===== src/rtl/regfile_sequencer_if.sv =====
// Instruction handshake plus register-file/ALU control bus for regfile_sequencer.
// The master issues instructions; the slave (sequencer) drives the control outputs.
interface regfile_sequencer_if;
  logic [15:0] instr;
  logic        instr_valid;
  logic        instr_ready;
  logic [3:0]  DA;
  logic [3:0]  AA;
  logic [3:0]  BA;
  logic        RW;
  logic [3:0]  FS;
  logic        MB;
  logic [15:0] imm;
  logic        done;
  logic        illegal;
  logic [15:0] retired;

  modport master (
    output instr, instr_valid,
    input  instr_ready, DA, AA, BA, RW, FS, MB, imm, done, illegal, retired
  );

  modport slave (
    input  instr, instr_valid,
    output instr_ready, DA, AA, BA, RW, FS, MB, imm, done, illegal, retired
  );
endinterface


===== src/rtl/regfile_sequencer.sv =====
// Four-state instruction sequencer (IDLE/DECODE/EXEC/WB) driving register-file and ALU controls.
// All outputs registered; RW/done appear three cycles after acceptance, issue interval 4 cycles.
module regfile_sequencer (
  input  logic               clk,
  input  logic               clr,
  regfile_sequencer_if.slave bus
);

  typedef enum logic [1:0] {IDLE, DECODE, EXEC, WB} state_t;

  typedef struct packed {
    logic [3:0]  da;
    logic [3:0]  aa;
    logic [3:0]  ba;
    logic [3:0]  fs;
    logic        mb;
    logic [15:0] imm;
  } dec_t;

  state_t      state_q, state_d;
  logic [15:0] ir_q, ir_d;
  dec_t        dec_q, dec_d;
  logic        rw_q, rw_d;
  logic        done_q, done_d;
  logic        illegal_q, illegal_d;
  logic        ready_q, ready_d;
  logic [15:0] retired_q, retired_d;
  logic        ir_legal;

  // Illegal opcodes still present their raw address fields, with FS/MB/imm zeroed.
  function automatic dec_t decode(input logic [15:0] w);
    dec_t d;
    d.da  = w[11:8];
    d.aa  = w[7:4];
    d.ba  = w[3:0];
    d.fs  = 4'd0;
    d.mb  = 1'b0;
    d.imm = 16'd0;
    case (w[15:12])
      4'd1, 4'd2, 4'd3, 4'd4, 4'd5, 4'd6: d.fs = w[15:12];
      4'd7: begin
        d.fs  = 4'd1;
        d.mb  = 1'b1;
        d.imm = {12'd0, w[3:0]};
      end
      4'd8: begin
        d.fs  = 4'd7;
        d.mb  = 1'b1;
        d.imm = {8'd0, w[7:0]};
        d.aa  = 4'd0;
        d.ba  = 4'd0;
      end
      default: ;
    endcase
    return d;
  endfunction

  assign ir_legal = (ir_q[15:12] <= 4'd8);

  always_ff @(posedge clk or posedge clr) begin
    if (clr) state_q <= IDLE;
    else     state_q <= state_d;
  end

  always_comb begin
    state_d = state_q;
    case (state_q)
      IDLE:    if (bus.instr_valid) state_d = DECODE;
      DECODE:  state_d = ir_legal ? EXEC : IDLE;
      EXEC:    state_d = WB;
      WB:      state_d = IDLE;
      default: state_d = IDLE;
    endcase
  end

  // Output registers are loaded from the state being left, so RW/done land one cycle after WB.
  always_comb begin
    ir_d      = ir_q;
    dec_d     = dec_q;
    rw_d      = 1'b0;
    done_d    = 1'b0;
    illegal_d = 1'b0;
    retired_d = retired_q;
    ready_d   = (state_d == IDLE);
    case (state_q)
      IDLE: begin
        if (bus.instr_valid) begin
          ir_d  = bus.instr;
          dec_d = decode(bus.instr);
        end
      end
      DECODE: begin
        dec_d     = decode(ir_q);
        illegal_d = !ir_legal;
      end
      WB: begin
        rw_d      = (ir_q[15:12] != 4'd0);
        done_d    = 1'b1;
        retired_d = retired_q + 16'd1;
      end
      default: ;
    endcase
  end

  always_ff @(posedge clk or posedge clr) begin
    if (clr) begin
      ir_q      <= 16'd0;
      dec_q     <= '0;
      rw_q      <= 1'b0;
      done_q    <= 1'b0;
      illegal_q <= 1'b0;
      ready_q   <= 1'b1;
      retired_q <= 16'd0;
    end else begin
      ir_q      <= ir_d;
      dec_q     <= dec_d;
      rw_q      <= rw_d;
      done_q    <= done_d;
      illegal_q <= illegal_d;
      ready_q   <= ready_d;
      retired_q <= retired_d;
    end
  end

  assign bus.instr_ready = ready_q;
  assign bus.DA          = dec_q.da;
  assign bus.AA          = dec_q.aa;
  assign bus.BA          = dec_q.ba;
  assign bus.FS          = dec_q.fs;
  assign bus.MB          = dec_q.mb;
  assign bus.imm         = dec_q.imm;
  assign bus.RW          = rw_q;
  assign bus.done        = done_q;
  assign bus.illegal     = illegal_q;
  assign bus.retired     = retired_q;

endmodule


===== src/flat_wrapper.sv =====
// flat-port wrapper written by rule: the top's interface ports become plain ports
module regfile_sequencer_flat 
  (clk, clr, bus_instr, bus_instr_valid, bus_instr_ready, bus_DA, bus_AA, bus_BA, bus_RW, bus_FS, bus_MB, bus_imm, bus_done, bus_illegal, bus_retired);
  regfile_sequencer_if bus_i ();
  input  logic clk;
  input  logic clr;
  input wire logic [$bits(bus_i.instr)-1:0] bus_instr;
  input wire logic [$bits(bus_i.instr_valid)-1:0] bus_instr_valid;
  output wire logic [$bits(bus_i.instr_ready)-1:0] bus_instr_ready;
  output wire logic [$bits(bus_i.DA)-1:0] bus_DA;
  output wire logic [$bits(bus_i.AA)-1:0] bus_AA;
  output wire logic [$bits(bus_i.BA)-1:0] bus_BA;
  output wire logic [$bits(bus_i.RW)-1:0] bus_RW;
  output wire logic [$bits(bus_i.FS)-1:0] bus_FS;
  output wire logic [$bits(bus_i.MB)-1:0] bus_MB;
  output wire logic [$bits(bus_i.imm)-1:0] bus_imm;
  output wire logic [$bits(bus_i.done)-1:0] bus_done;
  output wire logic [$bits(bus_i.illegal)-1:0] bus_illegal;
  output wire logic [$bits(bus_i.retired)-1:0] bus_retired;
  assign bus_i.instr = bus_instr;
  assign bus_i.instr_valid = bus_instr_valid;
  assign bus_instr_ready = bus_i.instr_ready;
  assign bus_DA = bus_i.DA;
  assign bus_AA = bus_i.AA;
  assign bus_BA = bus_i.BA;
  assign bus_RW = bus_i.RW;
  assign bus_FS = bus_i.FS;
  assign bus_MB = bus_i.MB;
  assign bus_imm = bus_i.imm;
  assign bus_done = bus_i.done;
  assign bus_illegal = bus_i.illegal;
  assign bus_retired = bus_i.retired;
  regfile_sequencer u_core (.clk(clk), .clr(clr), .bus(bus_i));
endmodule

===== config.mk =====
export PLATFORM = sky130hd
export DESIGN_NAME = regfile_sequencer_flat
export DESIGN_NICKNAME = d
export VERILOG_FILES = /design/src/rtl/regfile_sequencer_if.sv /design/src/rtl/regfile_sequencer.sv /design/src/flat_wrapper.sv
export SDC_FILE = /design/constraint.sdc
export NUM_CORES = 1
export LEC_CHECK = 0
export ABC_CLOCK_PERIOD_IN_PS = 3100
export CORE_AREA = 3 3 61 105
export DETAILED_ROUTE_END_ITERATION = 6
export DIE_AREA = 0 0 64 108
export GPL_TIMING_DRIVEN = 0
export PLACE_DENSITY = 0.79
export SLEW_MARGIN = 20
export SYNTH_ARGS = -nofsm -noshare
export SYNTH_HDL_FRONTEND = slang
export SYNTH_SLANG_ARGS = --single-unit

===== constraint.sdc =====
create_clock -name clk -period 3.1 [get_ports clk]
set_input_delay 0.62 -clock clk [delete_from_list [all_inputs] [get_ports clk]]
set_output_delay 0.62 -clock clk [all_outputs]
set_load 0.01 [all_outputs]

Yosys cells after proc, flatten, opt, wreduce, memory -nomap -nowiden --
Index checks and enable logic that the tools add are counted.
Storage, ports and cells: register bits after elaboration 71, bits of input ports 19, output and inout port bits 53, logic and storage cells 58
Operators by class: $add $sub $neg 1, order comparisons 1, eq/ne operators 20, multiplexer cells 14, reduce and logical (&&, ||, !) cells 9
Operators with widths (count):
- case mux 17 bit (2 select lines) | 2
- case mux 33 bit (2 select lines) | 1
- two-way mux 33 bit | 1
- == test 4 x 3 -> 1 bit, second input constant | 8
- case mux 4 bit (3 select lines) | 2
- adder 16 x 1 -> 16 bit, second input constant | 1
- == test 4 x 2 -> 1 bit, second input constant | 4
- two-way mux 8 bit | 2
- OR reduction 6 bit | 2
- == test 4 x 1 -> 1 bit, second input constant | 2
- == test 4 bit, second input constant | 2
- case mux 2 bit (4 select lines) | 1
- == test 2 bit, second input constant | 2
- <= comparator 4 bit, second input constant | 1
- logical NOT 2 bit | 2
- two-way mux 2 bit | 2
- AND reduction 2 bit | 2
- nonzero test 4 bit | 1
- two-way mux 1 bit | 3
- == test 2 x 1 -> 1 bit, second input constant | 1
- != test 2 bit, second input constant | 1
- nonzero test 2 bit | 1
- logical NOT 1 bit | 1

Depth between registers and ports, before layout --
word-level depth 5, gate-level depth with buffers 6, depth with buffers taken out 5

Worst setup path before layout --
No wires, ideal clock.
path kind input to register, start point in bus_instr[13], end point reg u_core.dec_q (netlist bit u_core.bus.FS[1]), setup time 64 ps, arrival 1752 ps, data required time 3036 ps, path slack 1284 ps, cell stages on the path 5, buffers on the path 1, cell sequence or4b_4 buf_6 and2_4 a221oi_2 a21o_1
On the way: longest elaborated chain between the ends 5, elaborated cells on any way between the ends 12, those cells by class eq/ne: 8; mux: 3; reduce/logical: 1
Ends and longest elaborated chain:
- from (decl) | line flat_wrapper.sv:7 | input wire logic [$bits(bus_i.instr)-1:0] bus_instr;
- == test 4 x 1 -> 1 bit (tied with other cells) | line regfile_sequencer.sv:39 | case (w[15:12])
- OR reduction 6 bit | line regfile_sequencer.sv:39
- case mux 4 bit (3 select lines) (*) | line regfile_sequencer.sv:39
- two-way mux 33 bit (*) | line regfile_sequencer.sv:87 | if (bus.instr_valid) begin
- case mux 33 bit (2 select lines) (*) | line regfile_sequencer.sv:85 | case (state_q)
- to (signal assigned) | line regfile_sequencer.sv:108 | dec_q <= '0;
- to (signal assigned) | line regfile_sequencer.sv:116 | dec_q <= dec_d;
- to (decl) | line regfile_sequencer.sv:22 | dec_t dec_q, dec_d;
Mark *: on every way between the ends. The rest lies on a longest branch, timed or not. The select of a mux whose other input is x is not followed. A chain may end at the register's enable or synchronous reset.

Worst setup path in the final report --
start point in bus_instr[14], end point reg u_core.dec_q (netlist bit u_core.bus.imm[6])
On the way: longest elaborated chain between the ends 4, elaborated cells on any way between the ends 5, those cells by class eq/ne: 2; mux: 3
Ends and longest elaborated chain (line):
- == test 4 bit or == test 4 x 3 -> 1 bit (tied branches) | regfile_sequencer.sv:39
- case mux 17 bit (2 select lines) (*) | regfile_sequencer.sv:39
- two-way mux 33 bit (*) | regfile_sequencer.sv:87
- case mux 33 bit (2 select lines) (*) | regfile_sequencer.sv:85
Marked as above.

==> metrics.csv <==
stage,metric,value,unit
worst_setup_path,crit_family,simple AND/OR/NAND/NOR gates,
sta,hold_viol,0,
grt,grt_pass1_wl,9990,um
layout,fin_nets,355,
run_status,status,"complete, no violations",
drt,ant_nets,0,
worst_setup_path,crit_path_max_incr_delay,0.55,ns
cts,clock_sinks,63,
worst_setup_path,critPathBufInv,2,
worst_setup_path,crit_cells,6,
grt,grt_pass1_vias,2213,
pwr,power.internal,2100,uW
sta,period_needed,2.15,ns
synthesis,synthAdderAreaFrac,0.00451,
place,dpl.cell_count,400,
pwr,p_sw_frac,0.348,
layout,finalCoreUtilization,0.663,
layout,layout_common_cells,"clkdlybuf4s50_1 (63), dfrtp_1 (62), nand2_1 (40), o21ai_0 (19)",
floorplanning,core-area,0.00563,mm^2
pwr,power.density,862,mW/mm^2
layout,final_common_cell,clkdlybuf4s50_1,
drt,vias_per_cell,5.22,
worst_setup_path,crit_path_start_kind,input port,
synthesis,synth_top_family_by_area,simple AND/OR/NAND/NOR gates,
sta,fmax,465,MHz
worst_setup_path,critPathSlowestCell,or4b_4,
sta,setup_viol,0,
worst_setup_path,endpoint_kind,flip-flop,
sta,slew_headroom,0.576,
grt,antenna_found_initial,0,
sta,final_max_slew_viol_count,0,
cts,cts_buffers,9,
flow_run,drv_cap,0,
cts,cts_root_buf,clkbuf_8,
drt,vias,2173,
pwr,power_frac_comb,0.390,
synthesis,synth-simple-area-share,0.137,
sta,worst_pin_slew,0.631,ns
synthesis,synth_area_per_cell,11.0,um^2
synthesis,yosys_warnings,0,
pwr,p_leak,0.00162,uW
drt,wl,6070,um
drt,drt-pass1-iter-count,4,
worst_setup_path,critPathRequiredTime,3.35,ns
place,io_buffer_count,63,
pwr,net-switching-power,1120,uW
place,place_congestion,0.833,
synthesis,synthCells,253,
layout,areaGrowthSynthToFinish,34.6,%
layout,nFillCells,446,
cts,insertion_delay,0.33,ns
drt,wl_per_cell,14.6,um
grt,grt_use_total,0.187,
worst_setup_path,worstPathMaxFanout,8,
drt,drcViolationCount,0,
worst_setup_path,crit_type,in2reg,
cts,clockBufferDepth,2,
sta,skew,0.00620,ns
pwr,peakVddDrop,0.550,mV
drt,drt_iter0_drc,130,
cts,cts-resized-gates,0,
sta,period_share,0.693,
floorplanning,initial_core_util,0.493,
synthesis,synth_compound_area_frac,0.125,
synthesis,syn_area,0.00277,mm^2
synthesis,ys_seq_area_frac,0.569,
layout,final_layout_size_suffix_gt1_frac,0.147,
layout,final_cells,416,
floorplanning,fp.dieArea,0.00691,mm^2
grt,overflow,0,
sta,setup_ws,0.951,ns
synthesis,synth-xor-area-share,0.0474,
worst_setup_path,worst-endpoint-arrival,2.40,ns
cts,htree_levels,3,
place,place_ws,0.620,ns
floorplanning,num_io_pins,72,
synthesis,ys_types,39,
sta,rsz0062_at_grt,no,
worst_hold_path,hold_depth,1,
worst_setup_path,rr_worst_depth,4,
synthesis,ys_ff_latch,63,
worst_setup_path,cp_cell_sequence,"clkdlybuf4s50_1, or4b_4, buf_6, nor2_1, a22oi_1, o21ai_0",
layout,antenna_cells,0,
place,dpl.hpwl,4480,um
pwr,p_seq_frac,0.415,
grt,grt_max_degree,51,
worst_hold_path,hold_class,reg2reg,
cts,postCtsHoldBufs,0,
synthesis,muxShareOfSynthArea,0.0650,
floorplanning,die_h,108,um
pwr,clkPwrFrac,0.194,
cts,clk_pin_slew,0.07,ns
floorplanning,fp.dieW,64,um
floorplanning,rows,36,
cts,post-cts-setup-buffers,0,
cts,cts_tree,done,
-- synth_stat cells (all sizes together) --
cell / count / area share
a21o: 1 / 0.0027
a21oi: 8 / 0.016
a221oi: 2 / 0.0086
a22o: 1 / 0.0032
a22oi: 16 / 0.043
a32oi: 4 / 0.013
and2: 2 / 0.0054
and3: 2 / 0.0045
and4: 1 / 0.0032
buf: 13 / 0.033
clkbuf: 5 / 0.0068
conb: 1 / 0.0014
dfrtp: 62 / 0.56
dfstp: 1 / 0.0095
ha: 1 / 0.0045
inv: 8 / 0.011
mux2: 16 / 0.065
nand2: 40 / 0.054
nand2b: 2 / 0.0045
nand3: 7 / 0.013
nand4: 4 / 0.0090
nand4b: 2 / 0.0063
nor2: 7 / 0.0095
nor2b: 2 / 0.0045
nor3: 4 / 0.0072
nor3b: 2 / 0.0054
nor4: 1 / 0.0023
o21ai: 20 / 0.036
o221ai: 1 / 0.0032
or4b: 2 / 0.0086
xnor2: 11 / 0.035
xor2: 4 / 0.013
-- per-stage QoR --
step                setup TNS [ns]  hold slack [ns]  area (um^2)  power, uW
finish                           0            0.474         3730       3220
CTS                              0            0.476         3730       3250
global route                     0            0.505         3730       3430
detailed placement               0            0.463         3560       2610
floorplan                        0            0.475         2800       2030
global placement             -9.67            0.456         3530       2570
-- worst reg2reg max path, delay by kind of cell (launching register included) --
kind | cells | cell delay (ns)
buf+inv | 2 | 0.55
simple gates | 1 | 0.49
mux | 1 | 0.37
flops | 1 | 0.40
-- path summary, 6_finish.rpt --
check / startpoint / endpoint / slack (ns)
worst min-delay path: u_core.bus.retired[15]$_DFFE_PP0P_ / u_core.bus.retired[15]$_DFFE_PP0P_ / 0.47
worst max-delay path: bus_instr[14] / u_core.bus.imm[6]$_DFFE_PP0P_ / 0.95
max in group asynchronous: clr / u_core.bus.instr_ready$_DFF_PP1_ / 2.00
worst max register to register: u_core.state_q[0]$_DFF_PP0_ / u_core.ir_q[8]$_DFFE_PP0P_ / 1.18
worst min register to register: u_core.bus.retired[15]$_DFFE_PP0P_ / u_core.bus.retired[15]$_DFFE_PP0P_ / 0.47
min in group asynchronous: clr / u_core.ir_q[8]$_DFFE_PP0P_ / 0.56
-- layer usage --
layer,global-route usage,part of all wire
met5,0,0
met4,0.107,0.016
met3,0.0416,0.039
met2,0.327,0.56
met1,0.205,0.39
-- cell type report --
| cell class | instances | area (um^2) | area share |
|---|---|---|---|
| sequential | 63 | 1580 | 0.423 |
| multi-input combinational | 171 | 1080 | 0.290 |
| timing repair buffer | 64 | 658 | 0.176 |
| clock buffer | 13 | 159 | 0.0426 |
| buffer | 18 | 110 | 0.0295 |
| tap | 76 | 95.1 | 0.0255 |
| inverter | 8 | 32.5 | 0.00872 |
| clock inverter | 3 | 17.5 | 0.00469 |
-- state kept, by name, indices dropped and copies added, names as in the netlist --
register                flops
u_core.bus.retired         16
u_core.ir_q                16
u_core.bus.imm              8
u_core.bus.AA               4
u_core.bus.BA               4
u_core.bus.DA               4
u_core.bus.FS               4
u_core.state_q              2
u_core.bus.MB               1
u_core.bus.RW               1
u_core.bus.done             1
u_core.bus.illegal          1
u_core.bus.instr_ready      1
-- kinds of logic after synthesis --
group	after synthesis
and+or+nand+nor	78
DFF	63
AOI/OAI and AO/OA	53
buffers and inverters	26
muxes	16
xor gates and xnor gates	15
adders and majority gates	1
other	1
-- power by group through the flow --
| stage | combinational (uW) | sequential, uW | clock (uW) |
|---|---|---|---|
| final | 1260 | 1340 | 625 |
| after global routing | 1380 | 1370 | 674 |
| after CTS | 1270 | 1330 | 643 |
| after detailed placement | 1260 | 1350 | 0 |
| after global placement | 1230 | 1340 | 0 |
| after floorplan | 638 | 1390 | 0 |
Note: power is estimated with default switching activity, not from simulation.
